$ cat src/rtl/maxpool_fifo_pkg.sv
// maxpool_fifo_pkg: shared types and constants for the maxpool FIFO controller
package maxpool_fifo_pkg;

    localparam int DATA_W           = 32;
    localparam int FIFO_DEPTH       = 16;
    localparam int PROG_FULL_THRESH = 10;

    typedef enum logic [1:0] {
        ACTIVE = 2'd0,
        SLEEP  = 2'd1,
        WAKE   = 2'd2
    } state_t;

endpackage

$ cat src/rtl/maxpool_beat_cnt.sv
// maxpool_beat_cnt: wrapping beat counter 0..ROW_LEN-1 with terminal-count flag and early clear
module maxpool_beat_cnt #(
    parameter int ROW_LEN = 8
) (
    input  logic clk,
    input  logic rst,
    input  logic inc,
    input  logic clr,
    output logic tc
);

    localparam int W = $clog2(ROW_LEN);

    logic [W-1:0] cnt_q, cnt_d;

    assign tc = cnt_q == W'(ROW_LEN - 1);

    // advance on each beat; a beat at terminal count or with clr returns to zero
    always_comb begin
        cnt_d = inc ? ((tc | clr) ? '0 : cnt_q + W'(1)) : cnt_q;
    end

    // count register
    always_ff @(posedge clk) begin
        if (rst) cnt_q <= '0;
        else     cnt_q <= cnt_d;
    end

endmodule

$ cat src/rtl/maxpool_fifo_ctrl.sv
// maxpool_fifo_ctrl: AXI-stream front end for an FWFT FIFO with row framing and idle sleep
// Optional sleep/wake power management is built when MAXPOOL_FIFO_CTRL_SLEEP_EN is defined.
module maxpool_fifo_ctrl
    import maxpool_fifo_pkg::*;
#(
    parameter int ROW_LEN     = 8,
    parameter int IDLE_CYCLES = 32,
    parameter int WAKE_CYCLES = 2
) (
    input  logic              wr_clk,
    input  logic              rst,
    input  logic [DATA_W-1:0] s_axis_tdata,
    input  logic              s_axis_tvalid,
    input  logic              s_axis_tlast,
    output logic              s_axis_tready,
    output logic [DATA_W-1:0] m_axis_tdata,
    output logic              m_axis_tvalid,
    output logic              m_axis_tlast,
    input  logic              m_axis_tready,
    output logic [DATA_W-1:0] fifo_din,
    output logic              fifo_wr_en,
    output logic              fifo_rd_en,
    output logic              fifo_sleep,
    input  logic [DATA_W-1:0] fifo_dout,
    input  logic              fifo_empty,
    input  logic              fifo_full,
    input  logic              fifo_prog_full,
    input  logic              fifo_data_valid,
    output logic [15:0]       row_cnt,
    output logic              len_err,
    output logic [1:0]        state_o
);

    if (ROW_LEN < 2 || ROW_LEN > 256 || IDLE_CYCLES < 1 || IDLE_CYCLES > 255 ||
        WAKE_CYCLES < 1 || WAKE_CYCLES > 15 || PROG_FULL_THRESH >= FIFO_DEPTH) begin : g_param_err
        $error("maxpool_fifo_ctrl: parameter out of range");
    end

    state_t      state_q, state_d;
    logic [15:0] row_cnt_q, row_cnt_d;
    logic        len_err_q, len_err_d;
    logic        active, in_tc, out_tc;

    // streaming is only allowed in ACTIVE and never while reset is held
    assign active        = (state_q == ACTIVE) & !rst;
    assign s_axis_tready = active & !fifo_prog_full & !fifo_full;
    assign fifo_wr_en    = s_axis_tvalid & s_axis_tready;
    assign fifo_din      = s_axis_tdata;
    assign m_axis_tvalid = fifo_data_valid & !fifo_empty & active;
    assign m_axis_tdata  = fifo_dout;
    assign fifo_rd_en    = m_axis_tvalid & m_axis_tready;
    assign m_axis_tlast  = m_axis_tvalid & out_tc;
    assign row_cnt       = row_cnt_q;
    assign len_err       = len_err_q;
    assign state_o       = state_q;

    maxpool_beat_cnt #(.ROW_LEN(ROW_LEN)) u_out_cnt (
        .clk (wr_clk),
        .rst (rst),
        .inc (fifo_rd_en),
        .clr (1'b0),
        .tc  (out_tc)
    );

    maxpool_beat_cnt #(.ROW_LEN(ROW_LEN)) u_in_cnt (
        .clk (wr_clk),
        .rst (rst),
        .inc (fifo_wr_en),
        .clr (s_axis_tlast),
        .tc  (in_tc)
    );

    // row counter and sticky framing error against the expected row length
    always_comb begin
        row_cnt_d = row_cnt_q + 16'(fifo_rd_en & m_axis_tlast);
        len_err_d = len_err_q | (fifo_wr_en & (s_axis_tlast != in_tc));
    end

    // status registers
    always_ff @(posedge wr_clk) begin
        if (rst) begin
            row_cnt_q <= '0;
            len_err_q <= 1'b0;
        end else begin
            row_cnt_q <= row_cnt_d;
            len_err_q <= len_err_d;
        end
    end

`ifdef MAXPOOL_FIFO_CTRL_SLEEP_EN
    logic [7:0] idle_cnt_q, idle_cnt_d;
    logic [3:0] wake_cnt_q, wake_cnt_d;
    logic       idle;

    // sleep is only ever entered with an empty FIFO and no pending input
    assign idle       = fifo_empty & !s_axis_tvalid;
    assign fifo_sleep = !rst & (state_q != ACTIVE);

    // next state: idle timeout into SLEEP, input request into WAKE, timed WAKE back to ACTIVE
    always_comb begin
        state_d    = state_q;
        idle_cnt_d = '0;
        wake_cnt_d = '0;
        case (state_q)
            ACTIVE: begin
                idle_cnt_d = idle ? idle_cnt_q + 8'd1 : '0;
                if (idle && idle_cnt_q == 8'(IDLE_CYCLES - 1)) state_d = SLEEP;
            end
            SLEEP: if (s_axis_tvalid) state_d = WAKE;
            WAKE: begin
                wake_cnt_d = wake_cnt_q + 4'd1;
                if (wake_cnt_q == 4'(WAKE_CYCLES - 1)) state_d = ACTIVE;
            end
            default: state_d = ACTIVE;
        endcase
    end

    // state and timer registers
    always_ff @(posedge wr_clk) begin
        if (rst) begin
            state_q    <= ACTIVE;
            idle_cnt_q <= '0;
            wake_cnt_q <= '0;
        end else begin
            state_q    <= state_d;
            idle_cnt_q <= idle_cnt_d;
            wake_cnt_q <= wake_cnt_d;
        end
    end
`else
    assign fifo_sleep = 1'b0;

    // without power management the controller stays ACTIVE
    always_comb begin
        state_d = ACTIVE;
    end

    // state register
    always_ff @(posedge wr_clk) begin
        if (rst) state_q <= ACTIVE;
        else     state_q <= state_d;
    end
`endif

endmodule
$ cat config.mk
export PLATFORM = sky130hd
export DESIGN_NAME = maxpool_fifo_ctrl
export DESIGN_NICKNAME = d
export VERILOG_FILES = /design/src/rtl/maxpool_fifo_pkg.sv /design/src/rtl/maxpool_beat_cnt.sv /design/src/rtl/maxpool_fifo_ctrl.sv
export SDC_FILE = /design/constraint.sdc
export NUM_CORES = 1
export LEC_CHECK = 0
export BUFFER_PORTS_ARGS = -buffer_cell sky130_fd_sc_hd__clkbuf_2
export CAP_MARGIN = 20
export CORE_MARGIN = 4
export CORE_UTILIZATION = 32
export DETAILED_ROUTE_END_ITERATION = 8
export PLACE_DENSITY = 0.73
export SYNTH_ARGS = -nofsm -noshare
export SYNTH_HDL_FRONTEND = slang
export SYNTH_HIERARCHICAL = 1
export SYNTH_SLANG_ARGS = --single-unit
$ cat constraint.sdc
create_clock -name wr_clk -period 3.6 [get_ports wr_clk]
set_input_delay 0.72 -clock wr_clk [delete_from_list [all_inputs] [get_ports wr_clk]]
set_output_delay 0.72 -clock wr_clk [all_outputs]
set_load 0.02 [all_outputs]
# Yosys cells after proc, flatten, opt, wreduce, memory -nomap -nowiden
# Cells that the tools add are included.
# W data, S select, Z words.
# word_totals
inputBits	73
word_cells	27
out_inout_bits	89
register_bits	23
# classes
n_reduce_logical	4
muxes	2
add_sub_neg	3
n_eq_ne	3
bitwise_logic	11
# ops
operator	n
$add A16 B1 Y16	1
$and A1 B1 Y1	9
$add A3 B1 Y3 const B	2
$eq A3 B3 Y1 const B	2
$mux W3	2
$logic_not A1 Y1	4
$or A1 B1 Y1	2
$ne A1 B1 Y1	1

# Logic depth before layout (Yosys ltp)
# Gate-level depths: netlist (run 1).
# depth
depth_word	6
mapped_depth	9
depth_no_buf	9

# By module
# Netlist (run 1), hierarchy kept.
# by_module_without_submodules
module	instances	cells_each	seq_area_each_um2	area_per_inst_um2
maxpool_fifo_ctrl	1	154	340.3	1298.7
maxpool_beat_cnt	2	14	60.1	151.4

# Least setup slack after synthesis (run 1)
# Ideal clock, no wire load.
# synth_timing
path_type	input-to-reg
from	input rst
to	register row_cnt_q[14], in the netlist row_cnt[14]
n_path_buf	1
t_arrival_ns	2.813
setup_ns	0.128
path_stages	9
required_ns	3.472
setup_slack_ns	0.660
cell_sequence	clkbuf_1 -> nor3b_1 -> and3_1 -> ha_1 -> ha_1 -> nand4_1 -> nor4_2 -> xnor2_1 -> nor2_1
# synth_between
elab_chain_len	5
word_cells_on_any_way	6
classes_between	1 x add/sub; 4 x bitwise; 1 x reduce/logical
# synth_lines
element	line	source
from (decl)	maxpool_fifo_ctrl.sv:11	input logic rst,
$logic_not A1 Y1 (*)	maxpool_fifo_ctrl.sv:45	assign active = (state_q == ACTIVE) & !rst;
$and A1 B1 Y1 (*)	maxpool_fifo_ctrl.sv:49	assign m_axis_tvalid = fifo_data_valid & !fifo_empty & active;
named net m_axis_tvalid	maxpool_fifo_ctrl.sv:17	output logic m_axis_tvalid,
$and A1 B1 Y1, on equally long branches	maxpool_fifo_ctrl.sv:51, maxpool_fifo_ctrl.sv:52	
$and A1 B1 Y1 (*)	maxpool_fifo_ctrl.sv:75	row_cnt_d = row_cnt_q + 16'(fifo_rd_en & m_axis_tlast);
$add A16 B1 Y16 (*)	maxpool_fifo_ctrl.sv:75	
to (signal assigned)	maxpool_fifo_ctrl.sv:85	row_cnt_q <= row_cnt_d;
to (decl)	maxpool_fifo_ctrl.sv:40	logic [15:0] row_cnt_q, row_cnt_d;
# The timed path passes the listed nets; every way through them passes the cells marked *.
# A chain may end at the register's enable or synchronous reset.

# Final worst setup path (run 1)
# layout_timing
from	input rst
to	output fifo_wr_en
# layout_between
elab_chain_len	4
# layout_lines
element	line	source
$logic_not A1 Y1	maxpool_fifo_ctrl.sv:45	
$and A1 B1 Y1 (2 in a row)	maxpool_fifo_ctrl.sv:46	assign s_axis_tready = active & !fifo_prog_full & !fifo_full;
$and A1 B1 Y1	maxpool_fifo_ctrl.sv:47	assign fifo_wr_en = s_axis_tvalid & s_axis_tready;
to (decl)	maxpool_fifo_ctrl.sv:21	output logic fifo_wr_en,
# No other way between the ends.

==> results of run 1 <==
-- state kept, by name, summed over array words and instances (netlist names) --
| name | flops |
|---|---|
| u_out_cnt/cnt_q | 3 |
| u_in_cnt/cnt_q | 3 |
| row_cnt | 16 |
| len_err | 1 |
-- cells by family (layout without fill, tap and decap cells) --
group	after synthesis	after routing	share of synthesized area
buffers and inverters	71	37	0.323
muxes	1	1	0.00703
other	1	6	0.00234
and+or+nand+nor	59	59	0.234
DFF	23	23	0.287
xor gates and xnor gates	14	14	0.0766
adders and majority gates	6	6	0.0469
AOI/OAI and AO/OA	7	7	0.0219
-- per-layer routing --
metal	share of wire	up-vias
li1	-	466
met1	0.39	407
met2	0.46	52
met3	0.12	12
met4	0.027	0
met5	0	-
-- cells in the mapped netlist (all sizes together), types with 2 or more instances --
cell	number	share of area
buf	67	0.31
dfxtp	23	0.29
nor2	17	0.040
xnor2	9	0.049
a21oi	7	0.022
ha	6	0.047
nand2b	6	0.023
nand4	5	0.029
nor3	5	0.016
xor2	5	0.027
nand2	4	0.0094
nand3	4	0.016
nand4bb	4	0.028
and2	3	0.012
nor2b	3	0.012
nor4	3	0.023
clkbuf	2	0.0047
inv	2	0.0047
or4b	2	0.013
-- stage by stage --
stage	hold slack (ps)	util	instance area, um^2	setup WS [ps]
2_1_floorplan	448	-	1620	660
3_3_place_gp	453	0.282	1350	1030
3_5_place_dp	473	0.282	1350	963
4_1_cts	487	0.292	1400	1110
5_1_grt	508	0.292	1400	956
6_report	479	0.292	1400	1120
-- cells in the final DEF, fill, tap and decap left out, types with 5 or more instances in the layout --
master and n:
sky130_fd_sc_hd__ha_1 6, sky130_fd_sc_hd__a21oi_1 7, sky130_fd_sc_hd__xnor2_1 9, sky130_fd_sc_hd__nor3_1 5, sky130_fd_sc_hd__conb_1 6, sky130_fd_sc_hd__xor2_1 5, sky130_fd_sc_hd__clkbuf_2 30, sky130_fd_sc_hd__dfxtp_1 23
sky130_fd_sc_hd__nand2b_1 6, sky130_fd_sc_hd__nor2_1 17
-- area by class of cell --
cell class,instances,share of cell area
clock buffers,4,0.0323
inverters,2,0.00538
multi-input cells,93,0.460
flip-flops and latches,23,0.330
well taps,67,0.0600
repair buffers,31,0.113
-- critical path, delay by kind of cell --
family	cells	cell delay, ps
buffers and inverters	3	530
AND/OR/NAND/NOR	2	520
-- power breakdown --
part	switching, uW	internal [uW]	total, uW
Sequential	0.493	255	255
Clock	81.6	79.0	161
Combinational	14.1	7.88	22.0
Total	96.2	342	438
-- how the worst max path moves through the flow --
stage / from / end / slack [ps]
after floorplan: rst / row_cnt[14] / 660
after global placement: fifo_empty / row_cnt[14] / 1030
after detailed placement: rst / row_cnt[14] / 960
after CTS: rst / fifo_wr_en / 1110
after global routing: rst / fifo_wr_en / 960
final: rst / fifo_wr_en / 1120
==> implementation parameters, run 1 <==
Parameter                              Value

Synth
  YS warnings    6
  Cell area after synthesis    0.00160 mm^2
  Most frequently used flop master after synthesis    sky130_fd_sc_hd__dfxtp_1
  Seq/Total Area, Yosys    0.288
  Number of standard cells after synthesis    182
  Synthesized area per cell    8.80 um^2
  Post-synth ARST share    0
  Number of enable-type register cells in the synthesized netlist    0
  Post-synthesis register bit count    23
  Yosys cell types    26

Routing
  Detailed-routing iteration count for the pre-antenna-repair pass    2
  Final routed wire length divided by cell count    11.9 um
  Drt initial violations    32
  Vias per Instance    4.26
  Routed Antenna Nets    0
  DRC errors left    0
  Wire length reported by the detailed router    2.63 mm
  Total vias in the final route    937

Hold path
  End of the worst hold path    u_in_cnt/cnt_q[2]
  Hold Path Class    flop to flop
  Critical hold path startpoint    u_in_cnt/cnt_q[2]
  Worst hold path stage count    2

Placement
  Sum of net half-perimeters after detailed placement    1.98 mm
  Cell count after placement    216
  Placer congestion estimate    0.760
  Number of input and output port buffers inserted    30

Cells and area
  Diode insertion count for antenna repair    0
  Filler cell count    509
  Nets    233
  Share of final-layout standard cells stronger than drive strength 1    0.255
  Cell Count, Final, Fillers Out    220
  Area used by sequential logic in the layout    460 um^2
  Area used by multi-input combinational logic    642 um^2
  Layout overhead on the synthesized area    -12.8%

Clocking
  Inserted Clock Buffers    3
  H-tree depth reported by CTS    1
  Clock buffer depth    2
  Clk sink count    23
  Clk root buf    sky130_fd_sc_hd__clkbuf_8
  CTS tree    done
  Post-cts hold buffer count    0
  Post-cts repair resize count    0
  Number of setup buffers added after CTS    0
  Clock latency at the later pin of the worst-skew pair    260 ps
  Clock-pin slew reported for the worst setup and hold paths after clock tree synthesis    80 ps

Critical path
  Reg-to-reg endpoint    row_cnt[14]
  Reg2Reg Setup Slack    1450 ps
  CP Class    primary input to primary output
  Ordered list of cells on the worst path    clkbuf_2, buf_4, nor3_1, and2_1, clkbuf_2
  Crit path launch type    primary input
  Largest stage delay, worst path    280 ps
  Depth of the most critical reg-to-reg path    9
  Worst Path Required    2880 ps
  Critical-path maximum fanout    25
  Reg-to-reg critical path startpoint    u_out_cnt/cnt_q[0]
  Most prevalent standard cell on the critical path    sky130_fd_sc_hd__clkbuf_2
  Critical Path Sink Type    primary output
  CP Data Arrival Time    1760 ps
  Max stage delay cell, worst path    sky130_fd_sc_hd__and2_1

Global route
  Met1 usage    0.0922
  Maximum number of pins on one net before global-route repair    26
  Number of antenna violations at the first check in global routing    0
  Total gr overflow    0
  Via count of the first global-routing pass    888
  First-pass GRT wire length    4.17 mm
  Fraction of met2 tracks used by global routing    0.134
  Global-route usage over all layers    0.0834
  Met3 GRT Util    0.0408
  Global route hottest layer    met2

Floorplan
  Die width    78.7 um
  I/O pin cnt    162
  Initial core utilization    0.335
  Vertical die dimension    78.7 um
  FP Rows    25
  Full die area    0.00620 mm^2
  Area of the placeable core    0.00479 mm^2

Timing
  Sum Neg Setup Slack    0 ps
  Total of endpoints with negative setup slack in the final report    0
  Fmax    404 MHz
  Min Tclk post-route    2480 ps
  Total count of hold-check failures in the final report    0
  RSZ-0062 raised after global routing    no
  Ratio of final minimum period to clock period    0.688
  Clock Skews    1.48 ps
  Count of pins over their slew limit    0

Job
  Maximum Capacitance Violations    0

Power and ir drop
  Power Dens Cells    314 mW/mm^2
  Final Total Pwr    438 uW
  Total leakage power    0.000567 uW
  Highest ir drop seen on vdd    141 uV

Outcome
  Status    complete, no violations
Note: power is estimated with default switching activity, not from simulation.
==> inputs of run 2 (changes only) <==
--- a/config.mk
+++ b/config.mk
@@ -10,7 +10,7 @@
 export CORE_MARGIN = 4
 export CORE_UTILIZATION = 32
 export DETAILED_ROUTE_END_ITERATION = 8
-export PLACE_DENSITY = 0.73
+export PLACE_DENSITY = 0.76
 export SYNTH_ARGS = -nofsm -noshare
 export SYNTH_HDL_FRONTEND = slang
 export SYNTH_HIERARCHICAL = 1
==> constraint.sdc (replaced) <==
create_clock -name wr_clk -period 2.2 [get_ports wr_clk]
set_input_delay 0.44 -clock wr_clk [delete_from_list [all_inputs] [get_ports wr_clk]]
set_output_delay 0.44 -clock wr_clk [all_outputs]
set_load 0.02 [all_outputs]
==> run 2 against run 1 <==
Net effect:
- utilization is 0.91 points higher
- sequential power is 64% higher
- sequential cell count stayed put
- combinational power is 80% higher
- via count is 0.96% higher
- final cell count is 0.91% higher
- non-clock buffer count is 2 higher
- count of clock-buffer cells in the layout is 1 lower
- clock skew is 1.6 ps higher
- critical path type is now flop to flop
- critical endpoint is now row_cnt[14]
- largest power group unchanged
==> implementation parameters, run 2 (synthesis results as in run 1) <==
Parameter                              Value

Outcome
  Status    complete, no violations

Timing
  Ratio of final minimum period to clock period    0.917
  Fmax    496 MHz
  Clock Skews    3.08 ps (+1.60 ps)
  Total of endpoints with negative setup slack in the final report    0 (unchanged)
  Sum Neg Setup Slack    0 ps (unchanged)
  Total count of hold-check failures in the final report    0 (unchanged)
  Fin Hold WS    480 ps (+0.241 ps)
  RSZ-0062 raised after global routing    no
  Count of pins over their slew limit    0 (unchanged)
  Min Tclk post-route    2020 ps

Routing
  Routed Antenna Nets    0 (unchanged)
  Drt initial violations    29 (-9.4%)
  Detailed-routing iteration count for the pre-antenna-repair pass    4 (+2)
  DRC errors left    0 (unchanged)
  Total vias in the final route    946 (+0.96%)
  Wire length reported by the detailed router    2.63 mm (about the same)
  Final routed wire length divided by cell count    11.8 um (-0.86%)
  Vias per Instance    4.26 (about the same)

Cells and area
  Cell Count, Final, Fillers Out    222 (+0.91%)
  Filler cell count    515 (+1.2%)
  Top library cells by usage in the layout, fill and taps aside    30 x sky130_fd_sc_hd__clkbuf_2, 22 x sky130_fd_sc_hd__dfxtp_1, 17 x sky130_fd_sc_hd__nor2_1
  Nets    235 (+0.86%)
  Share of final-layout standard cells stronger than drive strength 1    0.297 (+0.0419)
  Layout overhead on the synthesized area    -10.1%
  Most common cell after layout, fill and taps aside    sky130_fd_sc_hd__clkbuf_2
  Diode insertion count for antenna repair    0 (unchanged)
  Number of flip-flops in the largest register    16 (unchanged)
  Cell area after layout    0.00144 mm^2 (+3.1%)

Global route
  Maximum number of pins on one net before global-route repair    25 (-3.8%)
  Global-route usage over all layers    0.0863 (+0.00285)
  Total gr overflow    0 (unchanged)
  Via count of the first global-routing pass    953 (+7.3%)
  First-pass GRT wire length    4.41 mm (+5.6%)
  Number of antenna violations at the first check in global routing    0 (unchanged)

Placement
  Cell count after placement    218 (+0.93%)
  Number of input and output port buffers inserted    30 (unchanged)
  Area after detailed placement    0.00139 mm^2 (+3.1%)
  Placer congestion estimate    0.768 (+1.1%)
  Sum of net half-perimeters after detailed placement    2.04 mm (+2.9%)

Clocking
  Clock latency at the later pin of the worst-skew pair    260 ps (about the same)
  Clock buffer depth    2 (unchanged)
  Clk sink count    23 (unchanged)
  H-tree depth reported by CTS    1 (unchanged)
  Inserted Clock Buffers    3 (unchanged)
  Clk root buf    sky130_fd_sc_hd__clkbuf_8
  Clock-pin slew reported for the worst setup and hold paths after clock tree synthesis    80 ps (about the same)
  Number of setup buffers added after CTS    0 (unchanged)
  Post-cts hold buffer count    0 (unchanged)
  Post-cts repair resize count    0 (unchanged)
  CTS tree    done

Hold path
  Hold Path Class    flop to flop
  End of the worst hold path    u_in_cnt/cnt_q[1]
  Worst hold path stage count    2 (unchanged)
  Critical hold path startpoint    u_in_cnt/cnt_q[1]

Floorplan
  Vertical die dimension    78.7 um (unchanged)
  I/O pin cnt    162 (unchanged)
  Area of the placeable core    0.00479 mm^2 (unchanged)
  FP Rows    25 (unchanged)
  Full die area    0.00620 mm^2 (unchanged)
  Die width    78.7 um (unchanged)
  Initial core utilization    0.335 (unchanged)

Critical path
  Largest stage delay, worst path    350 ps (+70 ps)
  CP Class    flop to flop
  Worst Path Required    2360 ps (-520 ps)
  CP Data Arrival Time    2170 ps (+410 ps)
  Reg2Reg Setup Slack    180 ps (-1270 ps)
  Critical-path maximum fanout    4 (-84%)
  Critical Path Sink Type    flop
  Ordered list of cells on the worst path    ha_1, ha_1, and3_1, ha_2, ha_4, nand4_1, nor4_2, xnor2_1, nor2_1
  Crit path launch type    flop
  Most prevalent standard cell on the critical path    sky130_fd_sc_hd__ha_1
  Reg-to-reg critical path startpoint    u_out_cnt/cnt_q[1]
  Depth of the most critical reg-to-reg path    9 (unchanged)
  Reg-to-reg endpoint    row_cnt[14]
  Max stage delay cell, worst path    sky130_fd_sc_hd__dfxtp_1

Power and ir drop
  Power Dens Cells    500 mW/mm^2 (+59%)
  Final Total Pwr    720 uW (+64%)
  Highest ir drop seen on vdd    226 uV (+60%)
  Total leakage power    0.000579 uW (+2.2%)

Job
  Maximum Capacitance Violations    0 (unchanged)
-- run 2: changes by cell type in the layout (fill, tap and decap cells not counted) --
| cell | previous run | this run |
|---|---|---|
| sky130_fd_sc_hd__ha_2 | 0 | 1 |
| sky130_fd_sc_hd__ha_4 | 0 | 1 |
| sky130_fd_sc_hd__nor3b_1 | 1 | 0 |
| sky130_fd_sc_hd__clkinv_2 | 0 | 1 |
| sky130_fd_sc_hd__clkbuf_1 | 1 | 0 |
| sky130_fd_sc_hd__dfxtp_1 | 23 | 22 |
| sky130_fd_sc_hd__dfxtp_2 | 0 | 1 |
| sky130_fd_sc_hd__ha_1 | 6 | 4 |
| sky130_fd_sc_hd__nor3b_4 | 0 | 1 |
| sky130_fd_sc_hd__buf_4 | 1 | 3 |
-- run 2: cell type report --
cell class	instances	area, um^2	area share
multi-input combinational	93	668	0.464
timing repair buffer	33	173	0.120
clock buffer	3	41.3	0.0287
inverter	2	7.51	0.00521
clock inverter	1	5.00	0.00348
tap	67	83.8	0.0582
sequential	23	462	0.321
-- run 2: metrics by stage --
step,util,setup slack [ps]
floorplan,-,-34.3
CTS,0.301,138
global route,0.301,1.35
finish,0.301,183
global placement,0.291,127
detailed placement,0.291,36.3
-- run 2: how the worst max path moves through the flow --
stage                                  start     endpoint  slack, ps  cells after the start
after detailed placement                 rst  row_cnt[14]         40                      9
after global placement                   rst  row_cnt[14]        130                      9
after CTS                 u_out_cnt/cnt_q[0]  row_cnt[14]        140                      9
after global routing      u_out_cnt/cnt_q[1]  row_cnt[14]          1                      9
final                     u_out_cnt/cnt_q[1]  row_cnt[14]        180                      9
after floorplan                          rst  row_cnt[14]        -30                      9
-- run 2: critical path, delay by kind of cell, from the launching register on --
kind / cells / cell delay [ps]
and+or+nand+nor: 4 / 730
adders and majority gates: 4 / 670
DFF: 1 / 350
xor gates and xnor gates: 1 / 150
-- run 2: layer usage --
layer / part of all wire / track usage / wire [um]
met5: 0 / 0 / 0
met4: 0.017 / 0.0297 / 45
met3: 0.099 / 0.0408 / 260
met2: 0.46 / 0.148 / 1220
met1: 0.42 / 0.0929 / 1100
-- run 2: power by group --
part	internal (uW)	switching [uW]
Sequential	417	0.837
Clock	126	136
Combinational	14.9	24.6
==> inputs of run 3 (changes only) <==
--- a/config.mk
+++ b/config.mk
@@ -9,6 +9,7 @@
 export CAP_MARGIN = 20
 export CORE_MARGIN = 4
 export CORE_UTILIZATION = 32
+export CTS_BUF_LIST = sky130_fd_sc_hd__clkbuf_8 sky130_fd_sc_hd__clkbuf_16
 export DETAILED_ROUTE_END_ITERATION = 8
 export PLACE_DENSITY = 0.76
 export SYNTH_ARGS = -nofsm -noshare
==> constraint.sdc (replaced) <==
create_clock -name wr_clk -period 2.2 [get_ports wr_clk]
set_input_delay 0.44 -clock wr_clk [delete_from_list [all_inputs] [get_ports wr_clk]]
set_output_delay 0.44 -clock wr_clk [all_outputs]
set_load 0.05 [all_outputs]
==> run 3 against run 2 <==
Net effect:
- first-iteration DRC count shrank 10%
- non-clock buffer count unchanged
- worst setup slack worse by 36 ps
- register-to-register slack worse by 40 ps
- final cell count unchanged
- critical path depth stayed put
- global-route usage down 0.19 points
- wire length fell by 4.3%
- combinational power is 43% higher
- maximum frequency is 1.8% lower
==> implementation parameters, run 3 (synthesis results as in run 1) <==
Parameter                              Value

Timing
  Sum Neg Setup Slack    0 ps (unchanged)
  RSZ-0062 raised after global routing    no
  Total of endpoints with negative setup slack in the final report    0 (unchanged)
  Min Tclk post-route    2050 ps (+36.3 ps)
  Count of pins over their slew limit    0 (unchanged)
  Fmax    487 MHz (-1.8%)
  Ratio of final minimum period to clock period    0.933 (+0.0165)
  Total count of hold-check failures in the final report    0 (unchanged)
  Clock Skews    2.81 ps (-0.263 ps)

Power and ir drop
  Internal    560 uW (+0.33%)
  Power Dens Cells    503 mW/mm^2 (+0.66%)
  Switching share of total power    0.241 (+0.0164)
  Total leakage power    0.000584 uW (+0.71%)
  Highest ir drop seen on vdd    309 uV (+37%)
  Fraction of power consumed by the clock network    0.357 (-0.008)
  Power dissipated by switching net loads    178 uW (+10%)
  Final Total Pwr    738 uW (+2.5%)
  Share of total power in sequential cells    0.566 (-0.015)
  Combinational share of power    0.077 (+0.022)

Critical path
  Worst Path Buf+Inv    0 (unchanged)
  Largest stage delay, worst path    360 ps (about the same)
  Launch point of the critical path    u_out_cnt/cnt_q[0]
  Crit-path leading delay family    simple AND/OR/NAND/NOR gates
  Worst setup path endpoint    row_cnt[14]
  Max stage delay cell, worst path    sky130_fd_sc_hd__dfxtp_1
  CP Data Arrival Time    2210 ps (+40 ps)
  Crit path launch type    flop
  CP Class    flop to flop
  Critical-path maximum fanout    5 (+1)
  Reg2Reg Setup Slack    150 ps (-40 ps)
  Reg-to-reg critical path startpoint    u_out_cnt/cnt_q[0]
  Reg-to-reg endpoint    row_cnt[14]
  Logic depth of the worst path, buffers included    9 (unchanged)
  Critical Path Sink Type    flop
  Depth of the most critical reg-to-reg path    9 (unchanged)
  Worst Path Required    2360 ps (about the same)
  Ordered list of cells on the worst path    ha_1, ha_1, and3_1, ha_4, ha_4, nand4_1, nor4_2, xnor2_1, nor2_1

Floorplan
  Die width    78.7 um (unchanged)
  Vertical die dimension    78.7 um (unchanged)
  FP Rows    25 (unchanged)
  Full die area    0.00620 mm^2 (unchanged)
  Initial core utilization    0.335 (unchanged)
  I/O pin cnt    162 (unchanged)
  Area of the placeable core    0.00479 mm^2 (unchanged)

Global route
  Maximum number of pins on one net before global-route repair    25 (unchanged)
  Number of antenna violations at the first check in global routing    0 (unchanged)
  Total gr overflow    0 (unchanged)
  Via count of the first global-routing pass    913 (-4.2%)
  First-pass GRT wire length    4.24 mm (-3.8%)
  Global-route usage over all layers    0.0844 (-0.00189)

Routing
  DRC errors left    0 (unchanged)
  Vias per Instance    4.29 (+0.74%)
  Detailed-routing iteration count for the pre-antenna-repair pass    2 (-2)
  Routed Antenna Nets    0 (unchanged)
  Drt initial violations    26 (-10%)
  Wire length reported by the detailed router    2.52 mm (-4.3%)
  Final routed wire length divided by cell count    11.3 um (-4.3%)
  Total vias in the final route    953 (+0.74%)

Clocking
  Number of setup buffers added after CTS    0 (unchanged)
  Clock latency at the later pin of the worst-skew pair    260 ps (about the same)
  H-tree depth reported by CTS    1 (unchanged)
  Inserted Clock Buffers    3 (unchanged)
  Clock buffer depth    2 (unchanged)
  Clk root buf    sky130_fd_sc_hd__clkbuf_8
  Clk sink count    23 (unchanged)
  CTS tree    done
  Clock-pin slew reported for the worst setup and hold paths after clock tree synthesis    80 ps (about the same)
  Post-cts hold buffer count    0 (unchanged)
  Post-cts repair resize count    0 (unchanged)

Cells and area
  Share of final-layout standard cells stronger than drive strength 1    0.316 (+0.0194)
  Nets    235 (unchanged)
  Cell area after layout    0.00147 mm^2 (+1.8%)
  Layout overhead on the synthesized area    -8.44%
  Filler cell count    507 (-1.6%)
  Diode insertion count for antenna repair    0 (unchanged)
  Area used by multi-input combinational logic    696 um^2 (+4.1%)
  Utilization after layout    0.306 (+0.00549)
  Number of flip-flops in the largest register    16 (unchanged)
  Cell Count, Final, Fillers Out    222 (unchanged)
  Top library cells by usage in the layout, fill and taps aside    30 x sky130_fd_sc_hd__clkbuf_2, 23 x sky130_fd_sc_hd__dfxtp_1, 16 x sky130_fd_sc_hd__nor2_1
  Most common cell after layout, fill and taps aside    sky130_fd_sc_hd__clkbuf_2
  Area used by sequential logic in the layout    460 um^2 (-0.27%)

Placement
  Number of input and output port buffers inserted    30 (unchanged)
  Area after detailed placement    0.00142 mm^2 (+2.0%)
  Placer congestion estimate    0.767 (-0.20%)
  Cell count after placement    218 (unchanged)
  Sum of net half-perimeters after detailed placement    1.95 mm (-4.5%)

Hold path
  Hold Path Class    flop to flop

Job
  Maximum Capacitance Violations    0 (unchanged)

Outcome
  Status    complete, no violations
==> run 3: power by group through the flow <==
stage | Sequential (uW) | Clock [uW] | Combinational, uW
final | 418 | 263 | 56.5
after global routing | 418 | 301 | 61.1
after CTS | 418 | 279 | 56.9
after detailed placement | 428 | 0 | 56.8
after global placement | 428 | 0 | 55.9
after floorplan | 429 | 0 | 356
==> run 3: tightest hold or removal path: stages (launching register included) <==
cell and delay [ps]:
sky130_fd_sc_hd__dfxtp_1 340, sky130_fd_sc_hd__a21oi_1 40, sky130_fd_sc_hd__nor2_1 70
==> run 3: through the flow <==
step | hold WS [ps] | setup slack [ps]
after floorplan | 448 | -298
after global placement | 457 | 138
after detailed placement | 465 | 117
after CTS | 480 | 125
after global routing | 501 | 23.7
final | 477 | 147
==> run 3: how the worst min path moves through the flow <==
stage	to	slack (ps)	depth (start not counted)	startpoint
2_1_floorplan	u_in_cnt/cnt_q[1]	450	2	u_in_cnt/cnt_q[1]
3_3_place_gp	len_err	460	2	len_err
3_5_place_dp	len_err	470	2	len_err
4_1_cts	u_in_cnt/cnt_q[0]	480	3	s_axis_tlast
5_1_grt	u_out_cnt/cnt_q[2]	500	2	u_out_cnt/cnt_q[2]
6_report	len_err	480	2	len_err
==> run 3: routing by layer <==
layer | up-vias | global-route usage | part of all wire
met4 | 0 | 0.0245 | 0.0083
met3 | 10 | 0.0340 | 0.096
met2 | 34 | 0.140 | 0.47
met1 | 434 | 0.0999 | 0.42
met5 | - | 0 | 0
li1 | 475 | - | -
==> run 3: area by class of cell <==
class	instances	area share
Clock inverter	1	0.00341
Tap cell	67	0.0572
Inverter	2	0.00512
Timing Repair Buffer	33	0.118
Sequential cell	23	0.314
Multi-Input combinational cell	93	0.474
Clock buffer	3	0.0282
